File: src/rtl/projectile_pool.sv
// projectile_pool: a fixed set of projectile slots. Each slot moves horizontally
// on game ticks. New projectiles arrive through a valid/ready spawn port. A slot
// is retired when it leaves the playfield (escaped pulse) or when it is hit.
// Slot state is flattened onto wide buses for the graphics generator.
module projectile_pool #(
  parameter int NUM_SLOTS = 3,
  parameter int X_W       = 4,
  parameter int Y_W       = 4,
  parameter int COLOR_W   = 12,
  parameter int X_MAX     = 15,
  parameter int STEP      = 1,
  parameter int SW        = (NUM_SLOTS > 1) ? $clog2(NUM_SLOTS) : 1,
  parameter int CW        = $clog2(NUM_SLOTS + 1)
) (
  input  logic                         clk,
  input  logic                         rst,
  input  logic                         tick,
  input  logic                         freeze,
  input  logic                         spawn_valid,
  output logic                         spawn_ready,
  input  logic [Y_W-1:0]               spawn_y,
  input  logic [COLOR_W-1:0]           spawn_color,
  input  logic                         hit_valid,
  input  logic [SW-1:0]                hit_slot,
  output logic [NUM_SLOTS-1:0]         active,
  output logic [NUM_SLOTS*X_W-1:0]     slot_x,
  output logic [NUM_SLOTS*Y_W-1:0]     slot_y,
  output logic [NUM_SLOTS*COLOR_W-1:0] slot_color,
  output logic [NUM_SLOTS-1:0]         escaped,
  output logic [CW-1:0]                count
);

  typedef enum logic {FREE = 1'b0, FLYING = 1'b1} slot_state_t;

  slot_state_t          state_q [NUM_SLOTS];
  slot_state_t          state_d [NUM_SLOTS];
  logic [X_W-1:0]       x_q     [NUM_SLOTS];
  logic [X_W-1:0]       x_d     [NUM_SLOTS];
  logic [Y_W-1:0]       y_q     [NUM_SLOTS];
  logic [Y_W-1:0]       y_d     [NUM_SLOTS];
  logic [COLOR_W-1:0]   color_q [NUM_SLOTS];
  logic [COLOR_W-1:0]   color_d [NUM_SLOTS];
  logic [NUM_SLOTS-1:0] escaped_d;
  logic [NUM_SLOTS-1:0] spawn_sel;
  logic [CW-1:0]        count_d;
  logic                 spawn_fire;
  logic                 move;
  logic                 found;

  // Present registered slot state on the flattened output buses.
  for (genvar g = 0; g < NUM_SLOTS; g++) begin : g_flat
    assign active[g]                         = (state_q[g] == FLYING);
    assign slot_x[g*X_W +: X_W]              = x_q[g];
    assign slot_y[g*Y_W +: Y_W]              = y_q[g];
    assign slot_color[g*COLOR_W +: COLOR_W]  = color_q[g];
  end

  // Ready depends only on registered occupancy and freeze, never on a same-cycle hit,
  // so a slot freed by a hit cannot be reused in the cycle it is freed.
  assign spawn_ready = ~freeze & ~(&active);
  assign spawn_fire  = spawn_valid & spawn_ready;
  assign move        = tick & ~freeze;

  // Pick the lowest-index free slot for an accepted spawn.
  always_comb begin
    spawn_sel = '0;
    found     = 1'b0;
    for (int i = 0; i < NUM_SLOTS; i++) begin
      if (!found && state_q[i] == FREE) begin
        spawn_sel[i] = spawn_fire;
        found        = 1'b1;
      end
    end
  end

  // Per-slot next state: spawn load, then hit clear, then tick advance or exit.
  always_comb begin
    escaped_d = '0;
    count_d   = '0;
    for (int i = 0; i < NUM_SLOTS; i++) begin
      state_d[i] = state_q[i];
      x_d[i]     = x_q[i];
      y_d[i]     = y_q[i];
      color_d[i] = color_q[i];
      if (spawn_sel[i]) begin
        state_d[i] = FLYING;
        x_d[i]     = '0;
        y_d[i]     = spawn_y;
        color_d[i] = spawn_color;
      end else if (hit_valid && hit_slot == SW'(i) && state_q[i] == FLYING) begin
        state_d[i] = FREE;
      end else if (move && state_q[i] == FLYING) begin
        if (({1'b0, x_q[i]} + (X_W+1)'(STEP)) > (X_W+1)'(X_MAX)) begin
          state_d[i]   = FREE;
          escaped_d[i] = 1'b1;
        end else begin
          x_d[i] = x_q[i] + X_W'(STEP);
        end
      end
      count_d = count_d + CW'(state_d[i] == FLYING);
    end
  end

  // Slot registers, escape pulses and occupancy count; reset discards every slot.
  always_ff @(posedge clk or posedge rst) begin
    if (rst) begin
      for (int i = 0; i < NUM_SLOTS; i++) begin
        state_q[i] <= FREE;
        x_q[i]     <= '0;
        y_q[i]     <= '0;
        color_q[i] <= '0;
      end
      escaped <= '0;
      count   <= '0;
    end else begin
      for (int i = 0; i < NUM_SLOTS; i++) begin
        state_q[i] <= state_d[i];
        x_q[i]     <= x_d[i];
        y_q[i]     <= y_d[i];
        color_q[i] <= color_d[i];
      end
      escaped <= escaped_d;
      count   <= count_d;
    end
  end

endmodule

File: config.mk
export PLATFORM = sky130hd
export DESIGN_NAME = projectile_pool
export DESIGN_NICKNAME = d
export VERILOG_FILES = /design/src/rtl/projectile_pool.sv
export SDC_FILE = /design/constraint.sdc
export NUM_CORES = 1
export LEC_CHECK = 0
export ABC_AREA = 1
export BUFFER_PORTS_ARGS = -buffer_cell sky130_fd_sc_hd__buf_2
export CAP_MARGIN = 10
export CORE_MARGIN = 4
export CORE_UTILIZATION = 55
export CTS_CLUSTER_DIAMETER = 60
export DETAILED_ROUTE_END_ITERATION = 8
export GPL_TIMING_DRIVEN = 0
export HOLD_SLACK_MARGIN = 0.12
export PLACE_DENSITY = 0.84
export SLEW_MARGIN = 40
export SYNTH_ARGS = -nofsm -noshare
export SYNTH_HDL_FRONTEND = slang
export SYNTH_SLANG_ARGS = --single-unit
File: constraint.sdc
create_clock -name clk -period 4.55 [get_ports clk]
set_input_delay 0.455 -clock clk [delete_from_list [all_inputs] [get_ports clk]]
set_output_delay 0.455 -clock clk [all_outputs]
set_load 0.01 [all_outputs]
# Word level (Yosys, flattened, before mapping)
# Cells that the tools add are included.
[classes]
add_sub_neg = 8
multipliers = 0
div = 0
n_lt_le_gt_ge = 3
n_eq_ne = 8
shifts = 0
n_mux = 41
n_bitwise = 7
n_reduce_logical = 20
[op_table]
columns = ["op", "count"]
rows = [
  ["4-bit 2-to-1 mux", 12],
  ["1-bit 2-to-1 mux", 29],
  ["4-bit by 1-bit adder with 5-bit output (second input constant)", 3],
  ["5-bit by 4-bit > comparator with 1-bit output (second input constant)", 3],
  ["4-bit by 1-bit adder with 4-bit output (second input constant)", 3],
  ["2-bit inequality test (second input constant)", 6],
  ["3-bit AND reduction", 4],
  ["1-bit logical AND", 11],
  ["2-bit nonzero test", 3],
  ["1-bit NOT", 4],
  ["1-bit AND", 3],
  ["1-bit by 1-bit adder with 2-bit output", 1],
  ["2-bit by 1-bit adder with 2-bit output", 1],
  ["2-bit by 1-bit == test with 1-bit output (second input constant)", 1],
  ["2-bit == test (second input constant)", 1],
  ["2-bit logical NOT", 1],
  ["1-bit logical NOT", 1],
]
[word_totals]
ff_bits = 68
latchBits = 0
ramBits = 0
mem_bits_ro = 0
inputBits = 24
out_inout_bits = 69
word_cells = 101
n_memories = 0

# Depth between registers and ports, before layout
[depth]
depth_word = 8
mapped_depth = 13
ltp_nobuf = 13

# Worst setup path before layout
# OpenSTA, ideal clock, no wires.
[synth_timing]
path_kind = "register -> register"
from = "reg state_q (netlist bit active[0])"
to = "reg count[0]"
setup_time_ns = 0.114
arrival_ns = 1.776
required_ns = 4.436
setup_slack_ns = 2.661
path_stages_with_launch = 13
n_path_buf = 2
period_less_slack_ns = 1.889
path_cell_list = "dfrtp_1 -> nand3_1 -> nand2_1 -> inv_2 -> nand2_2 -> nor2_4 -> nand2_2 -> buf_6 -> buf_12 -> nand2_2 -> inv_2 -> fa_1 -> inv_1"
[synth_lines]
columns = ["element", "line", "rtl"]
rows = [
  ["start: declaration", "35", "slot_state_t state_q [NUM_SLOTS];"],
  ["start signal: indexed assignment", "117", "state_q[i] <= state_d[i];"],
  ["end signal: assignment", "123", "count <= count_d;"],
  ["end: declaration", "30", "output logic [CW-1:0] count"],
]

==> key figures <==
Power and ir drop
  • Switching pwr: 955.2 uW
  • Sw frac: 0.3776
  • Clock power frac: 0.218
  • Int Pwr: 1574 uW
  • Comb power frac: 0.372
  • Part of the power in registers: 0.411
  • Pleak: 0.002174 uW
  • Pwr Density: 668.7 nW/um^2
  • Peak supply drop: 383.4 uV
  • Power Total: 2529 uW

Timing
  • Final setup skew: 0.008357 ns
  • Slew HR: 0.6734
  • Final setup violating endpoints: 0
  • Worst-Margin Slew: 0.4899 ns
  • Slew Limit Fails: 0
  • Period minus WS final: 2.010 ns
  • Unrepaired setup endpoints after global routing: no
  • Fin. Hold Viols: 0
  • Setup TNS after final layout: 0 ns
  • Final worst path period share: 0.4418
  • Fmax achieved: 0.4974 GHz

Clocking
  • CTS Buffer Depth: 2
  • Total CTS buffers: 9
  • Sink Count: 68
  • Clk_lat worst skew: 0.33 ns
  • CTS tree: built
  • Htree depth: 3
  • Worst-path clk slew: 0.08 ns
  • CTS root buffer: clkbuf_8

Global routing
  • Largest net degree at the start of global routing: 45
  • Number of global-route vias before repair: 2412
  • Antenna violations before repair: 0
  • First-pass GRT wire length: 11.16 mm
  • Total GRT Usage: 0.2233
  • Grt ovf: 0

Critical path
  • WP data required: 4.82 ns
  • WS Path Type: reg2reg
  • Critical path launch point type: flop
  • Worst Setup SP: slot_x[4]
  • Worst Setup End Kind: flop
  • Crit-path max FO: 5
  • Critical path data arrival time: 2.28 ns
  • RR Startpoint: slot_x[4]

Final layout
  • Diode count: 0
  • Syn-to-layout area delta: 27.02%
  • Share of post-route cells with drive strength above 1: 0.3142
  • Fin area: 3782 sq um
  • Fin nets: 462
  • Filler Cells Inserted: 394

Placed design
  • I/O Buffers: 92
  • Hpwl dp: 4.981 mm
  • Final Wtd Congestion: 0.8097
  • Placed cell area: 3548 sq um

Floorplanning
  • Initial core utilization: 0.5757
  • Chip Height: 81.58 microns
  • Rows: 26
  • Die Span X: 81.58 microns
  • Core area: 5172 sq um
  • Die Area: 6655 sq um
  • I/O pins: 93

Drt
  • Residual DRC: 0
  • Drt wl/cell: 13.35 microns
  • Starting DRC count in detailed routing: 103
  • TritonRoute pass-1 iters: 4
  • Vias post-DR: 2492
  • Post-route ant nets: 0
  • Routed vias/inst: 4.925
  • Final WL: 6.756 mm

Flow run
  • Max-cap violations: 0

Yosys
  • Register area share after synthesis: 0.5714
  • Cells after Synth: 326
  • Yosys reg bits: 68
  • Ys Warns: 0
  • Cell Area, Synth: 2978 sq um
  • Mean post-synth cell area: 9.135 sq um
  • Yosys cell types: 22
  • Syn nets: 357

Min path
  • Worst Hold Launch: spawn_color[5]
  • HP Class: in2reg

Outcome
  • Outcome: complete, no violations
## Yosys cell counts
cell type	number	area [sq um]
buf_4	3	22.52
nand4_1	3	18.77
o21ai_0	26	130.1
xor2_1	2	17.52
nand2_1	91	341.6
inv_1	44	165.2
fa_1	1	20.02
o21ai_2	8	70.07
nand3_1	27	135.1
inv_2	2	7.510
nor2_4	1	11.26
xnor2_1	2	17.52
nor2_1	10	37.54
buf_2	3	15.01
o21ai_1	18	90.09
buf_6	3	33.78
clkbuf_1	1	3.750
nand4_2	1	12.51
ha_1	6	75.07
nand2_2	5	31.28
dfrtp_1	68	1702
buf_12	1	20.02
## kinds of logic after synthesis
| family | Yosys count | synth area share |
|---|---|---|
| buffers and inverters | 57 | 0.08991 |
| AOI/OAI and AO/OA | 52 | 0.09748 |
| adders and majority gates | 7 | 0.03193 |
| and+or+nand+nor | 138 | 0.1975 |
| DFF | 68 | 0.5714 |
| xor gates and xnor gates | 4 | 0.01177 |
## path summary, 6_finish.rpt
| kind | cells past startpoint | to | slack (ns) |
|---|---|---|---|
| min reg2reg | 2 | slot_color[20] | 0.48 |
| max | 11 | count[0] | 2.54 |
| min in group asynchronous | 3 | slot_color[11] | 0.63 |
| max in group asynchronous | 4 | slot_x[5] | 3.38 |
| max reg2reg | 11 | count[0] | 2.54 |
| min | 3 | slot_color[29] | 0.39 |
## sequential cells by signal, indices dropped and copies added (netlist names)
register    cells
active          3
slot_y         12
slot_color     36
count           2
slot_x         12
escaped         3
## power groups by stage
stage	sequential (uW)	clock, uW	combinational (uW)
after floorplan	1150	0	443
after global placement	1030	0	917
after detailed placement	1050	0	952
after CTS	1040	557	957
after global routing	1070	584	1060
final	1040	551	940
## area by class of cell
class | instances | area (sq um) | area share
clock inverters | 6 | 86.33 | 0.02282
clock buffers | 10 | 137.6 | 0.03639
plain buffers | 11 | 95.09 | 0.02514
repair buffers | 94 | 490.5 | 0.1297
flip-flops and latches | 68 | 1702 | 0.4499
inverters | 46 | 175.2 | 0.04631
multi-input cells | 201 | 1008 | 0.2666
well taps | 70 | 87.58 | 0.02316
## metrics by stage
stage               hold WS (ns)  setup WS, ns  cells    util
detailed placement        0.4470         2.450    489  0.6860
CTS                       0.3844         2.536    506  0.7313
floorplan                 0.5160         2.383    326       -
global placement          0.4604         1.603    488  0.6817
finish                    0.3939         2.540    506  0.7313
global route              0.3699         2.345    506  0.7313
## worst max-delay path, stage by stage, from the launching register on
cell and delay, ns:
dfrtp_1 0.42, inv_1 0.11, ha_1 0.32, nor2_1 0.11, nand3_1 0.07, o21ai_1 0.20, nand2_1 0.07, nand2_1 0.08
nand2_2 0.06, inv_2 0.05, fa_1 0.40, inv_1 0.07
## routing by layer
layer / global-route usage / vias up / part of all wire
met5: 0 / - / 0
met2: 0.3705 / 75 / 0.50
li1: - / 1240 / -
met4: 0.06977 / 0 / 0.0090
met3: 0.06250 / 6 / 0.070
met1: 0.2849 / 1171 / 0.42
## cells in the final DEF, fill, tap and decap left out, types with 2 or more instances in the layout
master	netlist	final
o21ai_1	18	18
buf_2	3	95
ha_1	6	6
inv_2	2	2
inv_1	44	43
xnor2_1	2	2
buf_4	3	3
bufinv_16	0	2
nor2_1	10	10
nand4_1	3	3
clkbuf_8	0	10
nand2_1	91	91
nand3_1	27	27
nand2_2	5	5
dfrtp_1	68	68
xor2_1	2	2
clkinv_2	0	2
buf_12	1	2
buf_6	3	3
o21ai_0	26	26
o21ai_2	8	8
## timing repair
action,in CTS,in global routing
hold buffers,1,0
buffers inserted,0,0
hold endpoints to repair,24,0
resized for setup,0,0
(Power assumes the default switching activity.)
